## config.mk

```make
export PLATFORM = sky130hd
export DESIGN_NAME = fir_ctrl
export DESIGN_NICKNAME = d
export VERILOG_FILES = /design/src/rtl/fir_ctrl_pkg.sv /design/src/rtl/fir_ctrl_sample_fifo.sv /design/src/rtl/fir_ctrl.sv
export SDC_FILE = /design/constraint.sdc
export NUM_CORES = 1
export LEC_CHECK = 0
export BUFFER_PORTS_ARGS = -buffer_cell sky130_fd_sc_hd__buf_4
export CORE_ASPECT_RATIO = 0.7
export CORE_MARGIN = 3
export CORE_UTILIZATION = 35
export DETAILED_ROUTE_END_ITERATION = 10
export GPL_ROUTABILITY_DRIVEN = 0
export SYNTH_ARGS = -nofsm -noshare
export SYNTH_HDL_FRONTEND = slang
export SYNTH_HIERARCHICAL = 1
export SYNTH_SLANG_ARGS = --single-unit
export TNS_END_PERCENT = 100
```

## constraint.sdc

```tcl
create_clock -name clk -period 7.2 [get_ports clk]
set_input_delay 0 -clock clk [delete_from_list [all_inputs] [get_ports clk]]
set_output_delay 0 -clock clk [all_outputs]
set_load 0.05 [all_outputs]
```

## src/rtl/fir_ctrl_pkg.sv

```systemverilog
`default_nettype none
// ============================================================================
//  Module   : fir_ctrl_pkg
//  Purpose  : Shared types and constants for the FIR sample-rate controller.
//  Revision : 1.0  initial release
// ============================================================================
package fir_ctrl_pkg;

  localparam int SMP_W  = 16;
  localparam int PROD_W = 32;

  localparam logic [SMP_W-1:0] Q15_MAX = 16'h7FFF;
  localparam logic [SMP_W-1:0] Q15_MIN = 16'h8000;

  typedef enum logic [1:0] {
    ST_IDLE = 2'd0,
    ST_MUL  = 2'd1,
    ST_GO   = 2'd2,
    ST_WAIT = 2'd3
  } state_t;

  typedef struct packed {
    logic [SMP_W-1:0] x;
    logic [SMP_W-1:0] e;
    logic [SMP_W-1:0] a;
  } triple_t;

endpackage
`default_nettype wire

```

## src/rtl/fir_ctrl_sample_fifo.sv

```systemverilog
`default_nettype none
// ============================================================================
//  Module   : fir_ctrl_sample_fifo
//  Purpose  : DEPTH x 48b synchronous FIFO of sample triples, full/empty flags.
//             A push on a full FIFO is accepted only with a same-cycle pop.
//  Revision : 1.0  initial release
// ============================================================================
module fir_ctrl_sample_fifo
  import fir_ctrl_pkg::*;
#(
  parameter int DEPTH = 4
) (
  input  logic    clk,
  input  logic    rst_n,
  input  logic    push,
  input  logic    pop,
  input  triple_t din,
  output triple_t dout,
  output logic    full,
  output logic    empty
);

  localparam int AW = (DEPTH > 1) ? $clog2(DEPTH) : 1;

  triple_t         mem [DEPTH];
  logic [AW-1:0]   wr_ptr;
  logic [AW-1:0]   rd_ptr;
  logic [AW:0]     count;
  logic            wr_en;
  logic            rd_en;

  assign full  = (count == (AW+1)'(DEPTH));
  assign empty = (count == '0);
  assign wr_en = push && (!full || pop);
  assign rd_en = pop && !empty;
  assign dout  = mem[rd_ptr];

  // Storage array; contents are don't-care after reset since pointers restart.
  always_ff @(posedge clk) begin
    if (wr_en) mem[wr_ptr] <= din;
  end

  // Pointers wrap naturally because DEPTH is a power of two.
  always_ff @(posedge clk or negedge rst_n) begin
    if (!rst_n) begin
      wr_ptr <= '0;
      rd_ptr <= '0;
      count  <= '0;
    end else begin
      if (wr_en) wr_ptr <= wr_ptr + 1'b1;
      if (rd_en) rd_ptr <= rd_ptr + 1'b1;
      count <= count + {{AW{1'b0}}, wr_en} - {{AW{1'b0}}, rd_en};
    end
  end

endmodule
`default_nettype wire

```

## src/rtl/fir_ctrl.sv

```systemverilog
`default_nettype none
// ============================================================================
//  Module   : fir_ctrl
//  Purpose  : Sample-rate controller ahead of the adaptive FIR. Buffers sample
//             triples, forms sat(mu*e), launches one FIR run per sample and
//             forwards the FIR result to the speaker path.
//  Options  : FIR_CTRL_STATS_EN - enables the stat_runs/stat_drops counters.
//  Revision : 1.0  initial release
// ============================================================================
module fir_ctrl
  import fir_ctrl_pkg::*;
#(
  parameter int TAPS       = 256,
  parameter int FIFO_DEPTH = 4,
  parameter int TIMEOUT    = TAPS + 16
) (
  input  logic             clk,
  input  logic             rst_n,
  input  logic             scan_en,
  input  logic             smp_valid,
  input  logic [SMP_W-1:0] smp_x,
  input  logic [SMP_W-1:0] smp_e,
  input  logic [SMP_W-1:0] smp_a,
  input  logic [SMP_W-1:0] mu,
  input  logic             adapt_en,
  output logic [SMP_W-1:0] x_in,
  output logic [SMP_W-1:0] a_in,
  output logic [SMP_W-1:0] weight_adjust,
  output logic             fir_go,
  input  logic             fir_done,
  input  logic [SMP_W-1:0] fir_out,
  output logic [SMP_W-1:0] spk_sample,
  output logic             spk_valid,
  output logic             err_ovf,
  output logic             err_tmo,
  input  logic             err_clr,
  output logic [SMP_W-1:0] stat_runs,
  output logic [SMP_W-1:0] stat_drops
);

  localparam int TW = (TIMEOUT > 1) ? $clog2(TIMEOUT) : 1;

  state_t              state, state_nxt;
  logic                pop;
  logic                fifo_full, fifo_empty;
  triple_t             head, cur;
  logic [SMP_W-1:0]    mu_r;
  logic [TW-1:0]       tmo_cnt;
  logic                tmo_hit, done_evt, tmo_evt, drop_evt;
  logic [PROD_W-1:0]   prod;
  logic [SMP_W-1:0]    wadj_sat;
  logic                unused_prod_bits;

  fir_ctrl_sample_fifo #(.DEPTH(FIFO_DEPTH)) u_fifo (
    .clk   (clk),
    .rst_n (rst_n),
    .push  (smp_valid),
    .pop   (pop),
    .din   ('{x: smp_x, e: smp_e, a: smp_a}),
    .dout  (head),
    .full  (fifo_full),
    .empty (fifo_empty)
  );

  assign drop_evt = smp_valid && fifo_full && !pop;
  assign tmo_hit  = (state == ST_WAIT) && (tmo_cnt == TW'(TIMEOUT - 1));
  assign done_evt = (state == ST_WAIT) && fir_done;
  assign tmo_evt  = tmo_hit && !fir_done;
  assign fir_go   = (state == ST_GO);

  // Full-precision signed product; the only Q1.15 overflow is (-1)*(-1).
  assign prod     = $signed({{SMP_W{mu_r[SMP_W-1]}}, mu_r}) *
                    $signed({{SMP_W{cur.e[SMP_W-1]}}, cur.e});
  assign wadj_sat = (mu_r == Q15_MIN && cur.e == Q15_MIN) ? Q15_MAX : prod[30:15];
  assign unused_prod_bits = ^{prod[PROD_W-1], prod[14:0]};

  // State register.
  always_ff @(posedge clk or negedge rst_n) begin
    if (!rst_n) state <= ST_IDLE;
    else        state <= state_nxt;
  end

  // Next-state and pop decode; done takes priority over timeout.
  always_comb begin
    state_nxt = state;
    pop       = 1'b0;
    case (state)
      ST_IDLE: begin
        if (!fifo_empty && !scan_en) begin
          pop       = 1'b1;
          state_nxt = ST_MUL;
        end
      end
      ST_MUL:  state_nxt = ST_GO;
      ST_GO:   state_nxt = ST_WAIT;
      ST_WAIT: if (fir_done || tmo_hit) state_nxt = ST_IDLE;
      default: state_nxt = ST_IDLE;
    endcase
  end

  // Datapath: capture at pop, form FIR operands in MUL, time the wait.
  always_ff @(posedge clk or negedge rst_n) begin
    if (!rst_n) begin
      cur           <= '0;
      mu_r          <= '0;
      x_in          <= '0;
      a_in          <= '0;
      weight_adjust <= '0;
      tmo_cnt       <= '0;
      spk_sample    <= '0;
      spk_valid     <= 1'b0;
    end else begin
      if (pop) begin
        cur  <= head;
        mu_r <= mu;
      end
      if (state == ST_MUL) begin
        x_in          <= cur.x;
        a_in          <= cur.a;
        weight_adjust <= adapt_en ? wadj_sat : '0;
      end
      if (state == ST_GO)        tmo_cnt <= '0;
      else if (state == ST_WAIT) tmo_cnt <= tmo_cnt + 1'b1;
      spk_valid <= done_evt;
      if (done_evt) spk_sample <= fir_out;
    end
  end

  // Sticky error flags; a same-cycle error event overrides the clear.
  always_ff @(posedge clk or negedge rst_n) begin
    if (!rst_n) begin
      err_ovf <= 1'b0;
      err_tmo <= 1'b0;
    end else begin
      err_ovf <= drop_evt | (err_ovf & ~err_clr);
      err_tmo <= tmo_evt  | (err_tmo & ~err_clr);
    end
  end

`ifdef FIR_CTRL_STATS_EN
  logic [SMP_W-1:0] runs_q, drops_q;

  // Wrapping statistics counters, restarted by err_clr.
  always_ff @(posedge clk or negedge rst_n) begin
    if (!rst_n) begin
      runs_q  <= '0;
      drops_q <= '0;
    end else if (err_clr) begin
      runs_q  <= {{(SMP_W-1){1'b0}}, done_evt};
      drops_q <= {{(SMP_W-1){1'b0}}, drop_evt};
    end else begin
      if (done_evt) runs_q  <= runs_q + 1'b1;
      if (drop_evt) drops_q <= drops_q + 1'b1;
    end
  end

  assign stat_runs  = runs_q;
  assign stat_drops = drops_q;
`else
  assign stat_runs  = '0;
  assign stat_drops = '0;
`endif

endmodule
`default_nettype wire

```

# Word level (Yosys, flattened, before mapping)
# Memories as Yosys holds them, arrays and structs flattened. A register that Yosys moved wholly into a read port is not among the register bits.
# Index checks and enable logic that the tools add are counted.
word_totals:
  ff_bits: 101
  ramBits: 192
  in_bits: 87
  mem_count: 1
mem_list:
  columns: ["name", "words", "width", "rd", "rd_ports_with_merged_regs", "wr", "line", "source"]
  rows:
  - ["u_fifo.mem", 4, 48, 1, 1, 1, "fir_ctrl_sample_fifo.sv:25", "triple_t mem [DEPTH];"]
op_classes:
  n_addsub: 5
  n_mul: 1
  n_eq_ne: 9
  n_mux: 11
  bitwise: 5
  n_reduce_logical: 21
ops:
  columns: ["op", "n"]
  rows:
  - ["$eq 16x16->1 const B", 2]
  - ["$mux 16", 2]
  - ["$mul 16x16->31", 1]
  - ["$mux 9", 2]
  - ["$add 9x1->9 const B", 1]
  - ["$eq 9x9->1 const B", 1]
  - ["$logic_and 1x1->1", 9]
  - ["$pmux 2 s4", 1]
  - ["$logic_not 1->1", 6]
  - ["$add 2x1->2 const B", 2]
  - ["$eq 2x2->1 const B", 2]
  - ["$mux 1", 4]
  - ["$mux 2", 2]
  - ["$add 3x1->3", 1]
  - ["$eq 3x3->1 const B", 1]
  - ["$logic_not 3->1", 1]
  - ["$sub 3x1->3", 1]
  - ["$and 1x1->1", 2]
  - ["$eq 2x1->1 const B", 1]
  - ["$logic_not 2->1", 1]
  - ["$logic_or 1x1->1", 2]
  - ["$ne 2x1->1 const B", 1]
  - ["$ne 2x2->1 const B", 1]
  - ["$or 1x1->1", 2]
  - ["other kinds (3)", 3]

# Longest topological paths before layout
depth:
  word_depth: 9
  depth_mapped: 24
  mapped_depth_nobuf: 22

# By module
# The synthesis kept the hierarchy.
modules_own_cells:
  columns: ["mod", "instances", "cells_each", "area_per_inst_um2"]
  rows:
  - ["fir_ctrl", 1, 1426, 15041.9]
  - ["fir_ctrl_sample_fifo", 1, 287, 7324.5]

# Worst setup path after synthesis
# No wires, ideal clock.
synth_path:
  kind: "register to register"
  startpoint: "register mu_r[15]"
  endpoint: "register weight_adjust[15]"
  setup_ps: 96
  arrival_ps: 6130
  path_slack_ps: 975
  path_stages_with_launch: 25
  period_less_slack_ps: 6225
  path_cell_list: "dfrtp_1 > clkbuf_1 > clkbuf_1 > nand2_1 > inv_1 > fa_1 > inv_1 > fa_1 > inv_1 > fa_1 > fa_1 > fa_1 > inv_1 > fa_1 > inv_1 > ha_1 > a21o_1 > a21o_1 > a21oi_2 > and2b_1 > a41oi_2 > a21oi_2 > a31oi_1 > xnor2_1 > o32ai_2"
synth_via:
  elab_chain_cells: 4
synth_lines:
  columns: ["item", "line", "source"]
  rows:
  - ["from (decl)", "fir_ctrl.sv:47", "logic [SMP_W-1:0] mu_r;"]
  - ["from (signal assigned)", "fir_ctrl.sv:115", "mu_r <= mu;"]
  - ["parallel branches: the longest is 2 deep, another holds $mul 16x16->31", null, null]
  - ["$mux 16 *", "fir_ctrl.sv:74", "assign wadj_sat = (mu_r == Q15_MIN && cur.e == Q15_MIN) ? Q15_MAX : prod[30:15];"]
  - ["$mux 16 *", "fir_ctrl.sv:120", "weight_adjust <= adapt_en ? wadj_sat : '0;"]
  - ["to (signal assigned)", "fir_ctrl.sv:120", null]
  - ["to (decl)", "fir_ctrl.sv:28", "output logic [SMP_W-1:0] weight_adjust,"]
# Every way passes the cells marked *.
# A chain may end at the register's enable or synchronous reset.

# Worst setup path after layout
layout_path:
  startpoint: "register mu_r[7]"
  endpoint: "register weight_adjust[15]"
# Same word-level chain as after synthesis.

==> flow_summary.ini <==
[run_status]
status = finished, final reports clean

[synth]
syn_area_sq_um = 22400
yosysSeqAreaShare = 0.424
synth_cell_types = 66
ys_top_cells_by_area = edfxtp_1 (26%), fa_1 (23%), dfrtp_1 (17%)
synth_warnings = 6
synth_top_family_by_area = adder cells
synthCells = 1713
synth_async_sr_flop_share = 0.437
synth_edf_count = 192
synth.mux.area_fraction = 0.105
yosys.area_share.simple = 0.0759
avgSynthCellArea_sq_um = 13.1
synth_compound_area_frac = 0.0245
synthXorXnorAreaFrac = 0.0161
synthAdderAreaFrac = 0.278
synth-seq-cells = 341
yosys_most_used_dff = edfxtp_1
synth_top_area_cell = edfxtp_1
yosysTopAreaCellShare = 0.258

[global_routing]
grt_pass1_wl_microns = 83200
grt_max_degree = 90
track_usage = 0.159
grt_pass1_vias = 14900
grt.overflow.total = 0
grt_antenna_before_repair = 9

[setup_path]
crit_type = reg -> reg
crit_family = adder cells
rrSetupSlack_ns = 0.75
crit_arrival_ns = 6.85
path_max_fanout = 18
cp_num_cells = 22
rr_worst_depth = 22
crit_start = mu_r[7]
cpPeakStageDelay_ns = 0.84
cp-end-kind = flop
critPathSlowestCell = dfrtp_1
crit_end = weight_adjust[15]
r2r_start = mu_r[7]
crit_path_frequent_cell = fa_1
worstPathCellList = nand2_1 -> fa_1 -> inv_1 -> fa_1 -> inv_1 -> fa_1 -> inv_1 -> fa_1 -> fa_1 -> inv_1 -> fa_1 -> inv_1 -> ha_1 -> o21ai_0 -> a211oi_1 -> o2111ai_1 -> nand3_2 -> a41oi_2 -> a21oi_2 -> a31oi_1 -> xnor2_1 -> o32ai_2
cp_num_buf_inv = 5
r2r_end = weight_adjust[15]
worst_setup_path_start_kind = flop
critical_path_required_ns = 7.60

[final_layout]
area_delta_synth_final_pct = 18.2
drive_gt1_frac = 0.208
finalNonFillerCells = 2788
regArea_sq_um = 9500
fin_nets = 2367
n_fill_cell = 5788
multi_input_area_sq_um = 11300

[clock_tree]
clock-sinks = 341
cts-root-buf = clkbuf_16
clockBufferDepth = 3
insertion_delay_ns = 0.56
cts_tree = yes
htreeDepth = 2
cts_made_buffers = 38
clkSlewWorstSetupHoldPaths_ns = 0.06
postCtsSetupBuffers = 0

[drt]
viasPerCell = 4.74
drc = 0
ant_nets = 0
drt_iter0_drc = 787
routed_wl_microns = 50700
vias = 13200
drtPass1Iterations = 6
avgRoutedWirePerCell_microns = 18.2

[sta]
hold_violations = 0
worstMarginPinSlew_ns = 1.10
fin_crit_sh = 0.895
max_freq_ghz = 0.155
drv_slew = 0
fin_skew_ns = 0.0185
rsz0062_at_grt = no
setup-tns-final_ns = 0
setup_violations = 0
min_period_ns = 6.45
maxSlewHeadroom = 0.266

[min_path]
hold_path.class = in -> async

[floorplanning]
start_util = 0.359
die_area_sq_um = 67000
pin_count = 187
fp.coreArea_sq_um = 62400
die_width_microns = 308
fp.dieH_microns = 218
row_count = 76

[place]
io_buffers = 154
dp.cells = 2627
dp_hpwl_microns = 35700

[flow_run]
maxCapViolCount = 0
==> cells by family (layout without fill, tap and decap cells) <==
kind of cell | after synthesis | in the layout
mux | 161 | 161
other cells | 1 | 35
compound gates | 78 | 78
flops | 341 | 341
buf+inv | 413 | 635
xor+xnor | 41 | 41
simple gates | 334 | 334
fa+ha+maj | 344 | 344
==> timing repair <==
| action | in CTS | in global routing |
|---|---|---|
| hold buffers | 88 | 0 |
| hold endpoints to repair | 327 | 0 |
| gates resized for setup | 0 | 0 |
==> routing by layer <==
layer | routed length, microns | track usage | up-vias
met3 | 3080 | 0.0333 | 59
met1 | 23000 | 0.221 | 6907
li1 | - | - | 5919
met4 | 806 | 0.0331 | 6
met5 | 34 | 0 | -
met2 | 23800 | 0.257 | 335
==> cells in the mapped netlist, types with 8 or more instances <==
cell type / number
inv_1: 309
fa_1: 256
edfxtp_1: 192
dfrtp_1: 149
nand2_1: 135
and2_1: 117
mux2_2: 111
ha_1: 88
clkbuf_1: 57
mux4_2: 48
buf_4: 32
nor2_1: 27
xnor2_1: 24
xor2_1: 17
a21oi_1: 14
o21ai_0: 14
buf_2: 10
nand2b_1: 8
nand3_1: 8
==> placed cells by master (no fill, tap or decap), types with 17 or more instances in the layout <==
cell / instances
conb_1: 32
edfxtp_1: 192
buf_4: 167
nand2_1: 135
nor2_1: 27
inv_1: 309
dfrtp_1: 147
mux4_2: 48
mux2_2: 111
ha_1: 87
and2_1: 117
dlygate4sd3_1: 88
clkbuf_16: 38
xor2_1: 17
fa_1: 256
xnor2_1: 24
==> area by class of cell <==
| cell class | instances | area share |
|---|---|---|
| Multi-Input combinational cell | 990 | 0.428 |
| Sequential cell | 341 | 0.359 |
| Timing Repair Buffer | 256 | 0.0812 |
| Inverter | 309 | 0.0439 |
| Tap cell | 819 | 0.0388 |
| Clock buffer | 49 | 0.0387 |
| Clock inverter | 21 | 0.00984 |
| Antenna cell | 3 | 0.000284 |
==> state kept, by name, summed over array words and instances, names as in the netlist, 3 cells and up <==
| name | count |
|---|---|
| tmo_cnt | 9 |
| u_fifo/mem | 192 |
| cur | 48 |
| mu_r | 16 |
| spk_sample | 16 |
| x_in | 16 |
| weight_adjust | 16 |
| u_fifo/count | 3 |
| a_in | 16 |
==> stage by stage <==
step                setup slack, ns  instance area [sq um]  utilization  hold WS, ns
floorplan                     0.975                  22500            -       -0.296
global placement              0.872                  24300        0.389        0.161
detailed placement            0.742                  24300        0.389        0.174
CTS                           0.749                  26400        0.424        0.129
global route                  0.309                  26400        0.424        0.172
finish                        0.754                  26400        0.424        0.124
==> worst min path at each step <==
stage | startpoint | to | slack [ns] | cells after the start
finish | rst_n | spk_sample[9] | 0.12 | 2
detailed placement | rst_n | spk_sample[9] | 0.17 | 1
global placement | rst_n | spk_sample[9] | 0.16 | 1
floorplan | rst_n | a_in[0] | -0.30 | 0
global route | smp_a[0] | u_fifo/mem[2][0] | 0.17 | 2
CTS | rst_n | spk_sample[9] | 0.13 | 2
Power is left out: the tool's default activity adds up to more than one toggle a clock period on the data nets, which glitch-free logic cannot reach.
